[src/rtl/minimig_reset_requester.sv]
// Master-reset initiator: merges keyboard, host/OSD and 68k RESET requests,
// drives a minimum-width mrst pulse and watches sys_reset for completion/fault.
module minimig_reset_requester #(
  parameter int DEB_TICKS  = 8,
  parameter int HOLD_TICKS = 16,
  parameter int TIMEOUT    = 1024
)(
  input  logic       clk,
  input  logic       _reset,
  input  logic       clk7_en,
  input  logic       kbd_rst,
  input  logic       host_rst,
  input  logic       cpu_rst,
  input  logic       sys_reset,
  output logic       mrst,
  output logic       busy,
  output logic       done,
  output logic       err,
  output logic [1:0] rst_src
);

  localparam int DW = $clog2(DEB_TICKS + 1);
  localparam logic [DW-1:0] DEB_MAX = DW'(DEB_TICKS);
  // Loaded with N-1: the exit test happens on the tick after the count hits
  // zero, so a load of N-1 gives exactly N ticks in the state.
  localparam logic [15:0] HOLD_LD = 16'(HOLD_TICKS - 1);
  localparam logic [15:0] TMO_LD  = 16'(TIMEOUT - 1);

  typedef enum logic [1:0] {S_IDLE, S_ASSERT, S_RELEASE, S_DONE} state_t;

  state_t          state, state_nxt;
  logic [1:0]      ksync;
  logic [DW-1:0]   deb_cnt;
  logic            kbd_req;
  logic            host_pend, cpu_pend;
  logic            req;
  logic [1:0]      src_nxt;
  logic [15:0]     hold_cnt, tmo_cnt;
  logic            sys_seen;

  assign busy = (state != S_IDLE);
  assign mrst = (state == S_ASSERT);
  assign done = (state == S_DONE);

  // Two-flop synchroniser for the asynchronous keyboard level, on the 7MHz enable.
  always_ff @(posedge clk or negedge _reset)
    if (!_reset)      ksync <= '0;
    else if (clk7_en) ksync <= {ksync[0], kbd_rst};

  // Debounce: count while the key is held, saturate at DEB_TICKS, clear on release.
  always_ff @(posedge clk or negedge _reset)
    if (!_reset)                 deb_cnt <= '0;
    else if (clk7_en) begin
      if (!ksync[1])             deb_cnt <= '0;
      else if (deb_cnt != DEB_MAX) deb_cnt <= deb_cnt + 1'b1;
    end

  assign kbd_req = (deb_cnt == DEB_MAX);
  assign req     = host_pend | kbd_req | cpu_pend;
  // Simultaneous requests: host wins over keyboard, keyboard over cpu.
  assign src_nxt = host_pend ? 2'b01 : (kbd_req ? 2'b10 : 2'b11);

  // Pulse requests are caught on any clk; pulses seen while busy are dropped,
  // and acceptance clears every pending flag (losers are not queued).
  always_ff @(posedge clk or negedge _reset)
    if (!_reset) begin
      host_pend <= 1'b0;
      cpu_pend  <= 1'b0;
    end else if (busy || (clk7_en && req)) begin
      host_pend <= 1'b0;
      cpu_pend  <= 1'b0;
    end else begin
      if (host_rst) host_pend <= 1'b1;
      if (cpu_rst)  cpu_pend  <= 1'b1;
    end

  // State register.
  always_ff @(posedge clk or negedge _reset)
    if (!_reset) state <= S_IDLE;
    else         state <= state_nxt;

  // Next-state logic; moves only on clk7_en ticks.
  always_comb begin
    state_nxt = state;
    if (clk7_en) begin
      unique case (state)
        S_IDLE:    if (req) state_nxt = S_ASSERT;
        // A held keyboard keeps mrst asserted past the minimum hold.
        S_ASSERT:  if (hold_cnt == '0 && !kbd_req) state_nxt = S_RELEASE;
        S_RELEASE: if (!sys_reset) state_nxt = S_DONE;
                   else if (tmo_cnt == '0) state_nxt = S_IDLE;
        S_DONE:    state_nxt = S_IDLE;
        default:   state_nxt = S_IDLE;
      endcase
    end
  end

  // Counters, source latch and sticky fault flag.
  always_ff @(posedge clk or negedge _reset)
    if (!_reset) begin
      hold_cnt <= '0;
      tmo_cnt  <= '0;
      sys_seen <= 1'b0;
      err      <= 1'b0;
      rst_src  <= 2'b00;
    end else if (clk7_en) begin
      unique case (state)
        S_IDLE: if (req) begin
          rst_src  <= src_nxt;
          err      <= 1'b0;
          hold_cnt <= HOLD_LD;
          sys_seen <= 1'b0;
        end
        S_ASSERT: begin
          if (hold_cnt != '0) hold_cnt <= hold_cnt - 16'd1;
          sys_seen <= sys_seen | sys_reset;
          if (state_nxt == S_RELEASE) begin
            tmo_cnt <= TMO_LD;
            // The generator never acknowledged: flag it but still finish the cycle.
            if (!(sys_seen || sys_reset)) err <= 1'b1;
          end
        end
        S_RELEASE: if (sys_reset) begin
          if (tmo_cnt == '0) err <= 1'b1;
          else               tmo_cnt <= tmo_cnt - 16'd1;
        end
        default: ;
      endcase
    end

endmodule
[config.mk]
export PLATFORM = sky130hd
export DESIGN_NAME = minimig_reset_requester
export DESIGN_NICKNAME = d
export VERILOG_FILES = /design/src/rtl/minimig_reset_requester.sv
export SDC_FILE = /design/constraint.sdc
export NUM_CORES = 1
export LEC_CHECK = 0
export ABC_AREA = 1
export BUFFER_PORTS_ARGS = -buffer_cell sky130_fd_sc_hd__buf_2
export CAP_MARGIN = 20
export CELL_PAD_IN_SITES_DETAIL_PLACEMENT = 0
export CELL_PAD_IN_SITES_GLOBAL_PLACEMENT = 1
export CORE_ASPECT_RATIO = 2
export CORE_UTILIZATION = 49
export CTS_CLUSTER_SIZE = 28
export DETAILED_ROUTE_END_ITERATION = 10
export GPL_TIMING_DRIVEN = 1
export PLACE_DENSITY_LB_ADDON = 0.1
export REMOVE_ABC_BUFFERS = 1
export SYNTH_ARGS = -nofsm -noshare
export SYNTH_HDL_FRONTEND = slang
export SYNTH_SLANG_ARGS = --single-unit
[constraint.sdc]
create_clock -name clk -period 4.5 [get_ports clk]
set_input_delay 0.9 -clock clk [delete_from_list [all_inputs] [get_ports clk]]
set_output_delay 0.9 -clock clk [all_outputs]
set_load 0.01 [all_outputs]
Yosys cells after proc, flatten, opt, wreduce, memory -nomap -nowiden

Index checks and enable logic that the tools add are counted.

Bits in registers: 46
Input port bits: 7
Output and inout port bits: 6
Logic and storage cells: 79

Multiplexer cells: 28
Bitwise operators: 3
Equality and inequality tests: 14
Reduce and logical (&&, ||, !) cells: 21
Add/subtract/negate cells: 3

Operators with widths:

| cell                                                                    | number |
|---|---|
| 16-bit two-way mux                                                      | 5 |
| 16-bit one-hot mux with 2 select lines                                  | 2 |
| 16-bit logical NOT                                                      | 2 |
| 16-bit by 1-bit subtractor with 16-bit output, second input constant    | 2 |
| 16-bit nonzero test                                                     | 1 |
| 2-bit two-way mux                                                       | 6 |
| 1-bit two-way mux                                                       | 10 |
| 2-bit inequality test, second input constant                            | 5 |
| 2-bit nonzero test                                                      | 5 |
| 4-bit two-way mux                                                       | 2 |
| 2-bit one-hot mux with 4 select lines                                   | 1 |
| 7-bit AND reduction                                                     | 1 |
| 2-bit equality test, second input constant                              | 3 |
| 2-bit by 1-bit inequality test with 1-bit output, second input constant | 3 |
| 3-bit AND reduction                                                     | 2 |
| 5-bit AND reduction                                                     | 1 |
| 4-bit by 1-bit adder with 4-bit output, second input constant           | 1 |
| 4-bit equality test, second input constant                              | 1 |
| 4-bit inequality test, second input constant                            | 1 |
| 4-bit AND reduction                                                     | 1 |
| 1-bit OR                                                                | 3 |
| 1-bit one-hot mux with 3 select lines                                   | 1 |
| 3-bit nonzero test                                                      | 1 |
| 2-bit by 1-bit equality test with 1-bit output, second input constant   | 1 |
| other kinds (6)                                                         | 8 |

Logic depth before layout (Yosys ltp)

Gate-level depths: netlist (run 1).

Depth in word-level cells: 9
Mapped depth: 17
Depth with buffers taken out: 16

Least setup slack after synthesis (run 1)

OpenSTA, ideal clock, no wires.

Path kind: input to register
From: in sys_reset
To: reg tmo_cnt[14]
Data required time: 4.383 ns
Setup slack: 2.599 ns
Buffers on the path: 1
Stages: 9
Library setup time: 0.117 ns
Data arrival time: 1.784 ns
Cells stage by stage: o21ai_1 -> nor2_1 -> a21oi_1 -> a21oi_2 -> nand2_2 -> nand2_4 -> buf_4 -> nand3_1 -> nand2_1

Word-level cells in the longest chain between the ends: 6
Elaborated cells between the ends (all ways): 7
Those cells by class: eq/ne: 3; mux: 3; reduce/logical: 1

Ends and longest elaborated chain:

| item                                                       | RTL line | source |
|---|---|---|
| start, declared                                            | 14       | `input logic sys_reset,` |
| 2-bit two-way mux                                          | 90       | `S_RELEASE: if (!sys_reset) state_nxt = S_DONE;` |
| 2-bit one-hot mux with 4 select lines                      | 86       | `unique case (state)` |
| 2-bit two-way mux                                          | 85       | `if (clk7_en) begin` |
| 2-bit equality test                                        | 117      | `if (state_nxt == S_RELEASE) begin` |
| 2-bit by 1-bit inequality test with 1-bit output (no line) | --       |  |
| 5-bit AND reduction (no line) *                            | --       |  |
| end signal, assigned                                       | 125      | `else tmo_cnt <= tmo_cnt - 16'd1;` |
| end, declared                                              | 38       | `logic [15:0] hold_cnt, tmo_cnt;` |

Every way passes the cells marked *; elsewhere a longest branch is shown, timed or not.
A chain may end at the register's enable or synchronous reset.

Worst setup path in the final report (run 1)

From: reg state[1]
To: reg hold_cnt[6]

Word-level cells in the longest chain between the ends: 3
Elaborated cells between the ends (all ways): 7
Those cells by class: eq/ne: 3; mux: 1; reduce/logical: 3

Ends and longest elaborated chain:

| item                                                                                       | RTL line | source |
|---|---|---|
| start, declared                                                                            | 31       | `state_t state, state_nxt;` |
| start signal, assigned                                                                     | 80       | `else state <= state_nxt;` |
| 2-bit by 1-bit equality test with 1-bit output / 2-bit logical NOT (equally long branches) | 107      | `unique case (state)` |
| 2-bit by 1-bit inequality test with 1-bit output (no line) (tied with other cells)         | --       |  |
| 4-bit AND reduction (no line)                                                              | --       |  |
| end signal, assigned                                                                       | 115      | `if (hold_cnt != '0) hold_cnt <= hold_cnt - 16'd1;` |
| end, declared                                                                              | 38       |  |

Parallel ways exist; a longest one is shown, timed or not.

==> impl_results.md, run 1 <==
* Pre-antenna DRT Iters at 4
* Mux cell area share after synthesis at 0.00401
* GRT Total Usage at 0.239
* Crit. End Element: flip-flop
* Vias per cell at between 5 and 6
* Die X at between 50 and 60 um
* Syn Inst Count at 382
* CTS tree: yes
* Critical Path Source Type: flip-flop
* RePlAce Congestion at 0.853
* WL per Instance at approximately 14 um
* RSZ-0062 raised after global routing: false
* Worst path most repeated cell: inv_1
* Tot Pwr at about 1.9 mW
* Core area at roughly 0.0055 mm2
* Number of cells on the worst reg-to-reg path at 9
* Critical setup path kind: flip-flop to flip-flop
* # diodes at 0
* Nets at 411
* Power per standard cell area at 628 mW/mm2
* Num ports at 13
* Clock buffers created by TritonCTS at 5
* Final setup viols at 0
* H-tree levels at 2
* Synth Area in Adders at 0.0445
* Synth Area in Compound Gates at 0.0877
* Die height at between 100 and 150 um
* Syn_area_per_cell at 7.36 um2
* Crit path max fanout at 21
* Yosys reg bits at 46
* Cell area after synthesis at 0.00281 mm2
* Root Driver: clkbuf_8
* DR iter-0 viols at 113
* Setup TNS at 0 ns
* # Max-Cap Violations at 0
* Fmax at 354 MHz
* Post-synthesis sequential area ratio at 0.410
* Yosys warns at 0
* Layout area overhead at 7.57%
* CP delay by family, top: simple AND/OR/NAND/NOR gates
* Number of port buffers at 12
* First-pass GRT wire length at 11200 um
* Worst-path clk slew at around 0.09 ns
* Yosys cell types at 31
* Max Slew Vio Count at 0
* Area leader, netlist: dfrtp_1
* Ratio of cells with drive above 1 in the final layout at 0.0835
* Worst slew pin tran at 0.837 ns
* CTS resizes at 0
* Num rows at 38
* Largest family of logic cells by synthesized area: simple AND/OR/NAND/NOR gates
* Detail Route Antenna Nets at 0
* Post-CTS Hold Fix Bufs at 0
* Vias at 2466
* Critical Path, Cell by Cell: inv_1 > ha_1 > inv_1 > a21oi_1 > nand2_1 > nor2_1 > inv_1 > o21ai_0 > a21oi_1
* DRC viols at 0
* Maximum VDD drop at 0.000332 V
* Sink Count at 46
* Final hold violations at 0
* Worst Path Required at between 4 and 5 ns
* Slew margin rel. at 0.442
* Overflow after GRT at 0
* Dpl hpwl at roughly 4700 um
* Postcts setup bufs at 0
* Initial antenna violation count at 0
* Max stage delay on crit path at 0.45 ns
* Top cells by area, synth: dfrtp_1 41%, nand2_1 15%, nor2_1 7.5%
* Number of fill cells in the layout at 555
* Vias in the first global route at 2559
* Bufs and invs on worst path at 3
* Synth Area in Simple Gates at 0.344
* CP arrival at 3.00 ns
* Slowest-stage cell, CP: nand2_1
* R2R Setup Slk at 1.68 ns
* Clk Latency, worst-skew pair at 0.31 ns
* Leakage at 1.47 nW
* Fin crit share at 0.628
* Share of the synthesized area in the top cell type at 0.410
* Commonest non-fill, non-tap cell in the layout: nand2_1
* Total die area at between 0.006 and 0.007 mm2
* Initial core utilization at 0.514
* Worst-case clock buffer depth at 2
* Minimum clock period at between 2 and 3 ns
* Final wirelength at 6360 um
* WP depth at 9
* Clock skew at ~0.0058 ns
* Status: complete, no violations
* Commonest cells after routing, fill and taps aside: 109 x nand2_1, 56 x nor2_1, 46 x dfrtp_1, 36 x inv_1, 33 x nand3_1
* XOR/XNOR Fraction of Synth Area at 0.0436
* Largest net degree at the start of global routing at 47
* HP Class: input pin to asynchronous set/reset pin
[path summary, 6_finish.rpt]
kind                               start          end
worst min register to register       err          err
min in group clk                     err          err
worst max register to register  state[1]  hold_cnt[6]
max in group asynchronous         _reset  tmo_cnt[15]
worst min-delay path              _reset          err
worst max-delay path            state[1]  hold_cnt[6]
[per-stage QoR]
stage	area [um2]	setup WS [ns]	cells	utilization	hold WS, ns
global placement	2890	1.62	446	0.529	0.455
floorplan	2760	2.22	374	-	0.442
global route	3020	1.29	455	0.553	0.450
finish	3020	1.68	455	0.553	0.436
detailed placement	2890	1.65	446	0.529	0.462
CTS	3000	1.62	454	0.549	0.483
[worst reg2reg max path, stage by stage, from the launching register on]
cell and delay, ns:
dfrtp_1 0.44, inv_1 0.13, ha_1 0.40, inv_1 0.31
a21oi_1 0.28, nand2_1 0.45, nor2_1 0.37, inv_1 0.10
o21ai_0 0.15, a21oi_1 0.08
[registers in the layout (all words and copies together) (netlist names)]
name,count
hold_cnt,16
tmo_cnt,16
deb_cnt,4
ksync,2
rst_src,2
state,2
cpu_pend,1
err,1
host_pend,1
sys_seen,1
[where the power goes]
group,internal [mW],switching (mW)
Sequential,0.556,0.155
Combinational,0.298,0.591
Clock,0.155,0.143
[metal layers]
metal / wire, um / up-vias / track usage
met3: 132 / 13 / 0.0356
met1: 2460 / 1169 / 0.231
li1: - / 1253 / -
met4: 180 / 0 / 0.123
met2: 3580 / 31 / 0.474
met5: 0 / - / 0
[kinds of logic (layout without fill, tap and decap cells)]
| group | count (synthesis) | after routing |
|---|---|---|
| flops | 46 | 46 |
| simple gates | 226 | 226 |
| mux | 1 | 1 |
| buf+inv | 44 | 57 |
| xor+xnor | 14 | 14 |
| compound gates | 41 | 41 |
| fa+ha+maj | 10 | 10 |
[cell type report]
type	instances	area, um2	share of cell area
Inverter	36	135	0.0447
Tap cell	60	75.1	0.0248
Timing Repair Buffer	13	80.1	0.0265
Clock buffer	8	110	0.0364
Sequential cell	46	1150	0.381
Multi-Input combinational cell	292	1470	0.487
[cells in the mapped netlist, drive strengths merged]
cell,instances
o21ai,17
inv,36
nand3,33
a21oi,10
nand4,3
nand2,114
nor4,4
or2,2
a31oi,1
and3,1
xnor2,6
mux2,1
nand3b,2
clkbuf,2
o311ai,1
o31ai,11
buf,6
ha,10
nor2,58
nor3,9
dfrtp,46
o22ai,1
xor2,8
Note: power is estimated with default switching activity, not from simulation.
==> run 2, diff against run 1 <==
--- a/config.mk
+++ b/config.mk
@@ -5,13 +5,13 @@
 export SDC_FILE = /design/constraint.sdc
 export NUM_CORES = 1
 export LEC_CHECK = 0
-export ABC_AREA = 1
+export ABC_AREA = 0
 export BUFFER_PORTS_ARGS = -buffer_cell sky130_fd_sc_hd__buf_2
 export CAP_MARGIN = 20
 export CELL_PAD_IN_SITES_DETAIL_PLACEMENT = 0
 export CELL_PAD_IN_SITES_GLOBAL_PLACEMENT = 1
 export CORE_ASPECT_RATIO = 2
-export CORE_UTILIZATION = 49
+export CORE_UTILIZATION = 43
 export CTS_CLUSTER_SIZE = 28
 export DETAILED_ROUTE_END_ITERATION = 10
 export GPL_TIMING_DRIVEN = 1
==> constraint.sdc (replaced) <==
create_clock -name clk -period 2.3 [get_ports clk]
set_input_delay 0.46 -clock clk [delete_from_list [all_inputs] [get_ports clk]]
set_output_delay 0.46 -clock clk [all_outputs]
set_load 0.01 [all_outputs]
==> impl_results.md, run 2 <==
* DR iter-0 viols at 50 (-56%)
* Final non-filler cell area at 0.00354 mm2 (+17%)
* H-tree levels at 2 (unchanged)
* Initial antenna violation count at 0 (unchanged)
* Failing checks: DRC, setup timing
* Async set-reset flop share out of synthesis at 1.00 (unchanged)
* Cell area after synthesis at 0.00264 mm2 (-6.1%)
* Yosys cell types at 50 (+61%)
* Crit path max fanout at 8 (-62%)
* Root Driver: clkbuf_16
* Cells after DPL at 413 (-7.4%)
* DRC viols at 1 (+1)
* Detail Route Antenna Nets at 0 (unchanged)
* Tot Pwr at 3.46 mW (+82%)
* Worst slew pin tran at 0.655 ns (-0.182 ns)
* Fmax at 430 MHz (+21%)
* CP arrival at 2.51 ns (-0.49 ns)
* Number of cells on the worst reg-to-reg path at 9 (unchanged)
* Vias per cell at 5.75 (+6.0%)
* Sink Count at 46 (unchanged)
* Clock buffers created by TritonCTS at 5 (unchanged)
* Share of the synthesized area in the top cell type at 0.436 (+0.0266)
* WL per Instance at 16.9 um (+21%)
* Die height at 113 um (+3.4%)
* Clock skew at 0.00376 ns (-0.00199 ns)
* Status: finished, violations left
* Fin Hold WS at 0.161 ns (-0.275 ns)
* Overflow after GRT at 0 (unchanged)
* Slew margin rel. at 0.559 (+0.117)
* # Max-Cap Violations at 0 (unchanged)
* Leakage at 1.59 nW (+8.5%)
* Yosys reg bits at 46 (unchanged)
* Commonest non-fill, non-tap cell in the layout: buf_4
* Synth cell count leaders: 46 x dfrtp_1, 36 x nor2_1, 32 x nand2_1, 17 x a31oi_1, 17 x inv_1
* GRT Total Usage at 0.244 (+0.00531)
* Top flop regs: hold_cnt: 16 flops, tmo_cnt: 16 flops, deb_cnt: 4 flops
* RSZ-0062 raised after global routing: true
* Number of synthesized flops with an enable pin at 0 (unchanged)
* Critical setup path kind: flip-flop to flip-flop
* Die X at 57.4 um (+3.3%)
* Most common flop cell mapped by yosys: dfrtp_1
* Num rows at 40 (+5.3%)
* CP delay by family, top: simple AND/OR/NAND/NOR gates
* Commonest cells after routing, fill and taps aside: 57 x buf_4, 46 x dfrtp_1, 36 x nor2_1, 26 x nand2_1, 16 x a31oi_1
* Largest net degree at the start of global routing at 25 (-47%)
* Num ports at 13 (unchanged)
* Power per standard cell area at 978 mW/mm2 (+56%)
* Worst setup margin at -0.0277 ns (-1.70 ns)
* Number of fill cells in the layout at 561 (+1.1%)
* Dpl hpwl at 5370 um (+13%)
* Maximum VDD drop at 0.000531 V (+60%)
* Max stage delay on crit path at 0.48 ns (+0.03 ns)
* Nets at 379 (-7.8%)
* First-pass GRT wire length at 12000 um (+7.5%)
* Final hold violations at 0 (unchanged)
* Worst-case clock buffer depth at 2 (unchanged)
* Worst-path clk slew at 0.06 ns (-0.03 ns)
* Most frequent cell after synthesis: dfrtp_1
* Initial core utilization at 0.443 (-0.0709)
* WP depth at 9 (unchanged)
* Number of port buffers at 12 (unchanged)
* Vias at 2448 (-0.73%)
* Max Slew Vio Count at 0 (unchanged)
* Critical Path Source Type: flip-flop
* Bufs and invs on worst path at 2 (-1)
* Core area at 0.00596 mm2 (+8.9%)
* Minimum clock period at 2.33 ns (-0.497 ns)
* Syn Inst Count at 291 (-24%)
* Crit. End Element: flip-flop
* Yosys warns at 0 (unchanged)
* HP Class: input pin to asynchronous set/reset pin
* Worst Path Required at 2.48 ns (-2.20 ns)
* Ratio of cells with drive above 1 in the final layout at 0.344 (+0.261)
* RePlAce Congestion at 0.821 (-3.7%)
* Syn_area_per_cell at 9.07 um2 (+23%)
* Clk Latency, worst-skew pair at 0.29 ns (-0.02 ns)
* Final setup viols at 8 (+8)
* Top cells by area, synth: dfrtp_1 44%, nor2_1 5.1%, ha_1 4.7%
* Utilization after layout at 0.594 (+0.0410)
* Pre-antenna DRT Iters at 7 (+3)
* Slowest-stage cell, CP: or4b_4
* # diodes at 0 (unchanged)
* Post-synthesis sequential area ratio at 0.436 (+0.0266)
* Total die area at 0.00647 mm2 (+6.8%)
* Final wirelength at 7200 um (+13%)
* Area leader, netlist: dfrtp_1
* CTS tree: yes
* Layout area overhead at 34.0%
* Critical Path, Cell by Cell: inv_2 > ha_1 > or4b_4 > nor4_4 > nand2_2 > o22ai_4 > buf_6 > a31oi_4 > a31o_2
* Final cell count without fillers at 426 (-6.4%)
* Placed cell areas at 0.00317 mm2 (+9.6%)
* Fin crit share at 1.01 (+0.384)
* Vias in the first global route at 2629 (+2.7%)
run 2: changes by cell type after synthesis, sizes merged, moves of 4 or more:
cell | before | now
nand2b | 0 | 6
and3 | 1 | 5
nand2 | 114 | 33
or3 | 0 | 4
o31ai | 11 | 4
a31oi | 1 | 17
nor2 | 58 | 36
nand3 | 33 | 13
inv | 36 | 17
a22o | 0 | 4
clkbuf | 2 | 8
o21ai | 17 | 10
run 2: logic make-up after synthesis:
logic type	Yosys count	share of synthesized area
AO/OA/AOI/OAI	65	0.179
XOR/XNOR	11	0.0365
adder cells (fa/ha/maj)	10	0.0474
buffers and inverters	28	0.0446
flip-flops	46	0.436
multiplexers	4	0.0171
AND/OR/NAND/NOR	127	0.239
run 2: power by group:
| part | leakage, nW | switching (mW) | internal, mW |
|---|---|---|---|
| registers | 0.561 | 0.171 | 1.01 |
| clock network | 0.0739 | 0.299 | 0.431 |
| logic | 0.957 | 0.833 | 0.713 |
run 2: repair_timing:
action                     CTS  global route
resized for setup            7            35
buffers inserted             4             2
setup endpoints to repair   25            29
hold buffers                 0             0
cloned                       1             0
pin swaps                    5            21
run 2: metal layers:
layer  vias to the layer above  routed length [um]  part of all wire  track usage
li1                       1181                   -                 -            -
met4                         0                 194             0.027        0.111
met2                        25                4410              0.61        0.498
met5                         -                   0                 0            0
met1                      1229                2480              0.35        0.224
met3                        13                 104             0.014       0.0286
run 2: worst paths after layout:
kind                        startpoint     endpoint  slack (ns)
hold reg to reg               ksync[0]     ksync[1]        0.48
max in group asynchronous       _reset   tmo_cnt[2]        1.61
hold / removal                  _reset  hold_cnt[9]        0.16
setup reg to reg           hold_cnt[0]  tmo_cnt[14]       -0.03
setup / recovery           hold_cnt[0]  tmo_cnt[14]       -0.03
min in group clk               kbd_rst     ksync[0]        0.41
run 2: final cells by class:
cell class | count | area [um2] | area share
Multi-Input combinational cell | 218 | 1540 | 0.436
Sequential cell | 46 | 1150 | 0.325
Timing Repair Buffer | 74 | 553 | 0.156
Clock buffer | 7 | 143 | 0.0403
Tap cell | 63 | 78.8 | 0.0223
Inverter | 17 | 63.8 | 0.0180
Clock inverter | 1 | 5.00 | 0.00141
run 2: through the flow:
stage                     setup WS [ns]  setup TNS (ns)
final                           -0.0277          -0.133
after global routing             -0.126           -2.11
after CTS                      -0.00931         -0.0130
after detailed placement         -0.183           -2.26
after global placement           -0.129           -1.56
after floorplan                  -0.396           -5.88
==> run 3, diff against run 2 <==
--- a/config.mk
+++ b/config.mk
@@ -17,6 +17,7 @@
 export GPL_TIMING_DRIVEN = 1
 export PLACE_DENSITY_LB_ADDON = 0.1
 export REMOVE_ABC_BUFFERS = 1
+export SKIP_CTS_REPAIR_TIMING = 1
 export SYNTH_ARGS = -nofsm -noshare
 export SYNTH_HDL_FRONTEND = slang
 export SYNTH_SLANG_ARGS = --single-unit
==> impl_results.md, run 3 (synthesis gave the netlist of run 2 again) <==
* Die X at 57.4 um (unchanged)
* Layout area overhead at 35.4%
* Clock buffers created by TritonCTS at 5 (unchanged)
* Failing checks: DRC
* Top flop regs: hold_cnt: 16 flops, tmo_cnt: 16 flops, deb_cnt: 4 flops
* Fmax at 435 MHz (+1.3%)
* Overflow after GRT at 0 (unchanged)
* Utilization after layout at 0.600 (+0.00588)
* Commonest non-fill, non-tap cell in the layout: buf_4
* RePlAce Congestion at 0.821 (unchanged)
* Flop pwr share at 0.339 (-0.003)
* Final non-filler cell area at 0.00357 mm2 (+0.99%)
* Leakage at 1.59 nW (-0.41%)
* Cells after DPL at 413 (unchanged)
* Vias in the first global route at 2596 (-1.3%)
* Critical Path, Cell by Cell: inv_2 > ha_1 > or4b_4 > nor4_4 > nand2_2 > o22ai_4 > buf_6 > a31oi_4 > a31o_2
* Vias per cell at 5.74 (-0.18%)
* Tot Pwr at 3.55 mW (+2.7%)
* Worst setup margin at 0.00318 ns (+0.0309 ns)
* Root Driver: clkbuf_16
* Worst Path Required at 2.48 ns (about the same)
* Num rows at 40 (unchanged)
* Detail Route Antenna Nets at 0 (unchanged)
* Critical Path Source Type: flip-flop
* RSZ-0062 raised after global routing: true
* Max stage delay on crit path at 0.47 ns (about the same)
* Crit. End Element: flip-flop
* H-tree levels at 2 (unchanged)
* Sw frac at 0.380 (+0.00348)
* Num ports at 13 (unchanged)
* Die height at 113 um (unchanged)
* CTS tree: yes
* Pre-antenna DRT Iters at 8 (+1)
* Initial antenna violation count at 0 (unchanged)
* Total die area at 0.00647 mm2 (unchanged)
* Initial core utilization at 0.443 (unchanged)
* Final setup viols at 0 (-8)
* Worst-case clock buffer depth at 2 (unchanged)
* Slowest-stage cell, CP: or4b_4
* # Max-Cap Violations at 0 (unchanged)
* Nets at 381 (+0.53%)
* First-pass GRT wire length at 11800 um (-2.0%)
* CP arrival at 2.48 ns (-0.03 ns)
* Largest net degree at the start of global routing at 25 (unchanged)
* Ratio of cells with drive above 1 in the final layout at 0.356 (+0.0118)
* Seq. cell area at 0.00115 mm2 (+0.11%)
* Worst slack, placed at -0.183 ns (unchanged)
* DRC viols at 1 (unchanged)
* Number of fill cells in the layout at 568 (+1.2%)
* Vias at 2455 (+0.29%)
* Sink Count at 46 (unchanged)
* WL per Instance at 17.1 um (+1.0%)
* Slew margin rel. at 0.623 (+0.0636)
* Final cell count without fillers at 428 (+0.47%)
* Status: finished, violations left
* Worst-path clk slew at 0.06 ns (about the same)
* Final wirelength at 7300 um (+1.5%)
* Worst slew pin tran at 0.566 ns (-0.0894 ns)
* Commonest cells after routing, fill and taps aside: 61 x buf_4, 45 x dfrtp_1, 35 x nor2_1, 30 x nand2_1
* Placed cell areas at 0.00317 mm2 (unchanged)
* Number of port buffers at 12 (unchanged)
* Power per standard cell area at 994 mW/mm2 (+1.7%)
* Clock skew at 0.00455 ns (+0.000788 ns)
* Crit path max fanout at 8 (unchanged)
* GRT Total Usage at 0.238 (-0.00588)
* DR iter-0 viols at 63 (+26%)
* Clock power frac at 0.207 (-0.004)
* Fin crit share at 0.999 (-0.0134)
* Minimum clock period at 2.30 ns (-0.0309 ns)
* Internal power at 2.20 mW (+2.2%)
* Max Slew Vio Count at 0 (unchanged)
* Critical setup path kind: flip-flop to flip-flop
* Switching Power at 1.35 mW (+3.7%)
* Core area at 0.00596 mm2 (unchanged)
* Final hold violations at 0 (unchanged)
* Clk Latency, worst-skew pair at 0.29 ns (about the same)
* HP Class: input pin to asynchronous set/reset pin
* Multi-input gate area at 0.00157 mm2 (+1.7%)
* # diodes at 0 (unchanged)
* Dpl hpwl at 5370 um (unchanged)
* Maximum VDD drop at 0.000520 V (-2.1%)
* Combinational share of power at 0.455 (+0.008)
run 3: changes by cell type in the layout (fill, tap and decap cells not counted), sizes merged:
cell	before	now
buf	74	76
run 3: area by class of cell:
type / instances / share of cell area
Sequential cell: 46 / 0.323
Clock inverter: 1 / 0.00140
Tap cell: 63 / 0.0221
Timing Repair Buffer: 76 / 0.157
Inverter: 17 / 0.0179
Clock buffer: 7 / 0.0399
Multi-Input combinational cell: 218 / 0.439
run 3: power by group through the flow:
| stage | clock network, mW | registers [mW] | logic [mW] |
|---|---|---|---|
| 6_report | 0.734 | 1.20 | 1.62 |
| 5_1_grt | 0.774 | 1.22 | 1.77 |
| 4_1_cts | 0.746 | 1.17 | 1.41 |
| 3_5_place_dp | 0 | 1.18 | 1.40 |
| 3_3_place_gp | 0 | 1.18 | 1.38 |
| 2_1_floorplan | 0 | 1.20 | 0.695 |
run 3: final timing paths:
kind                        startpoint     endpoint  slack [ns]  cells past startpoint
max                        hold_cnt[1]  tmo_cnt[14]       0.003                      9
max reg2reg                hold_cnt[1]  tmo_cnt[14]       0.003                      9
min in group clk               kbd_rst     ksync[0]        0.41                      2
max in group asynchronous       _reset   tmo_cnt[2]        1.59                      2
min                             _reset  hold_cnt[9]        0.16                      1
min reg2reg                   ksync[0]     ksync[1]        0.48                      2
run 3: layer usage:
layer / track usage / up-vias / part of all wire
met3: 0.0274 / 19 / 0.016
met2: 0.484 / 32 / 0.61
met4: 0.107 / 0 / 0.036
met1: 0.220 / 1224 / 0.34
met5: 0 / - / 0
li1: - / 1180 / -
run 3: critical path: cells and delay by family (launching register included):
kind,cells,cell delay [ns]
AO/OA/AOI/OAI,3,0.56
adder cells (fa/ha/maj),1,0.12
buffers and inverters,2,0.27
flip-flops,1,0.40
AND/OR/NAND/NOR,3,0.85
run 3: per-stage QoR:
stage / hold WS (ns) / setup TNS (ns)
after global placement: 0.460 / -1.56
after global routing: 0.192 / -0.702
final: 0.162 / 0
after CTS: 0.178 / -2.50
after detailed placement: 0.467 / -2.26
after floorplan: 0.164 / -5.88
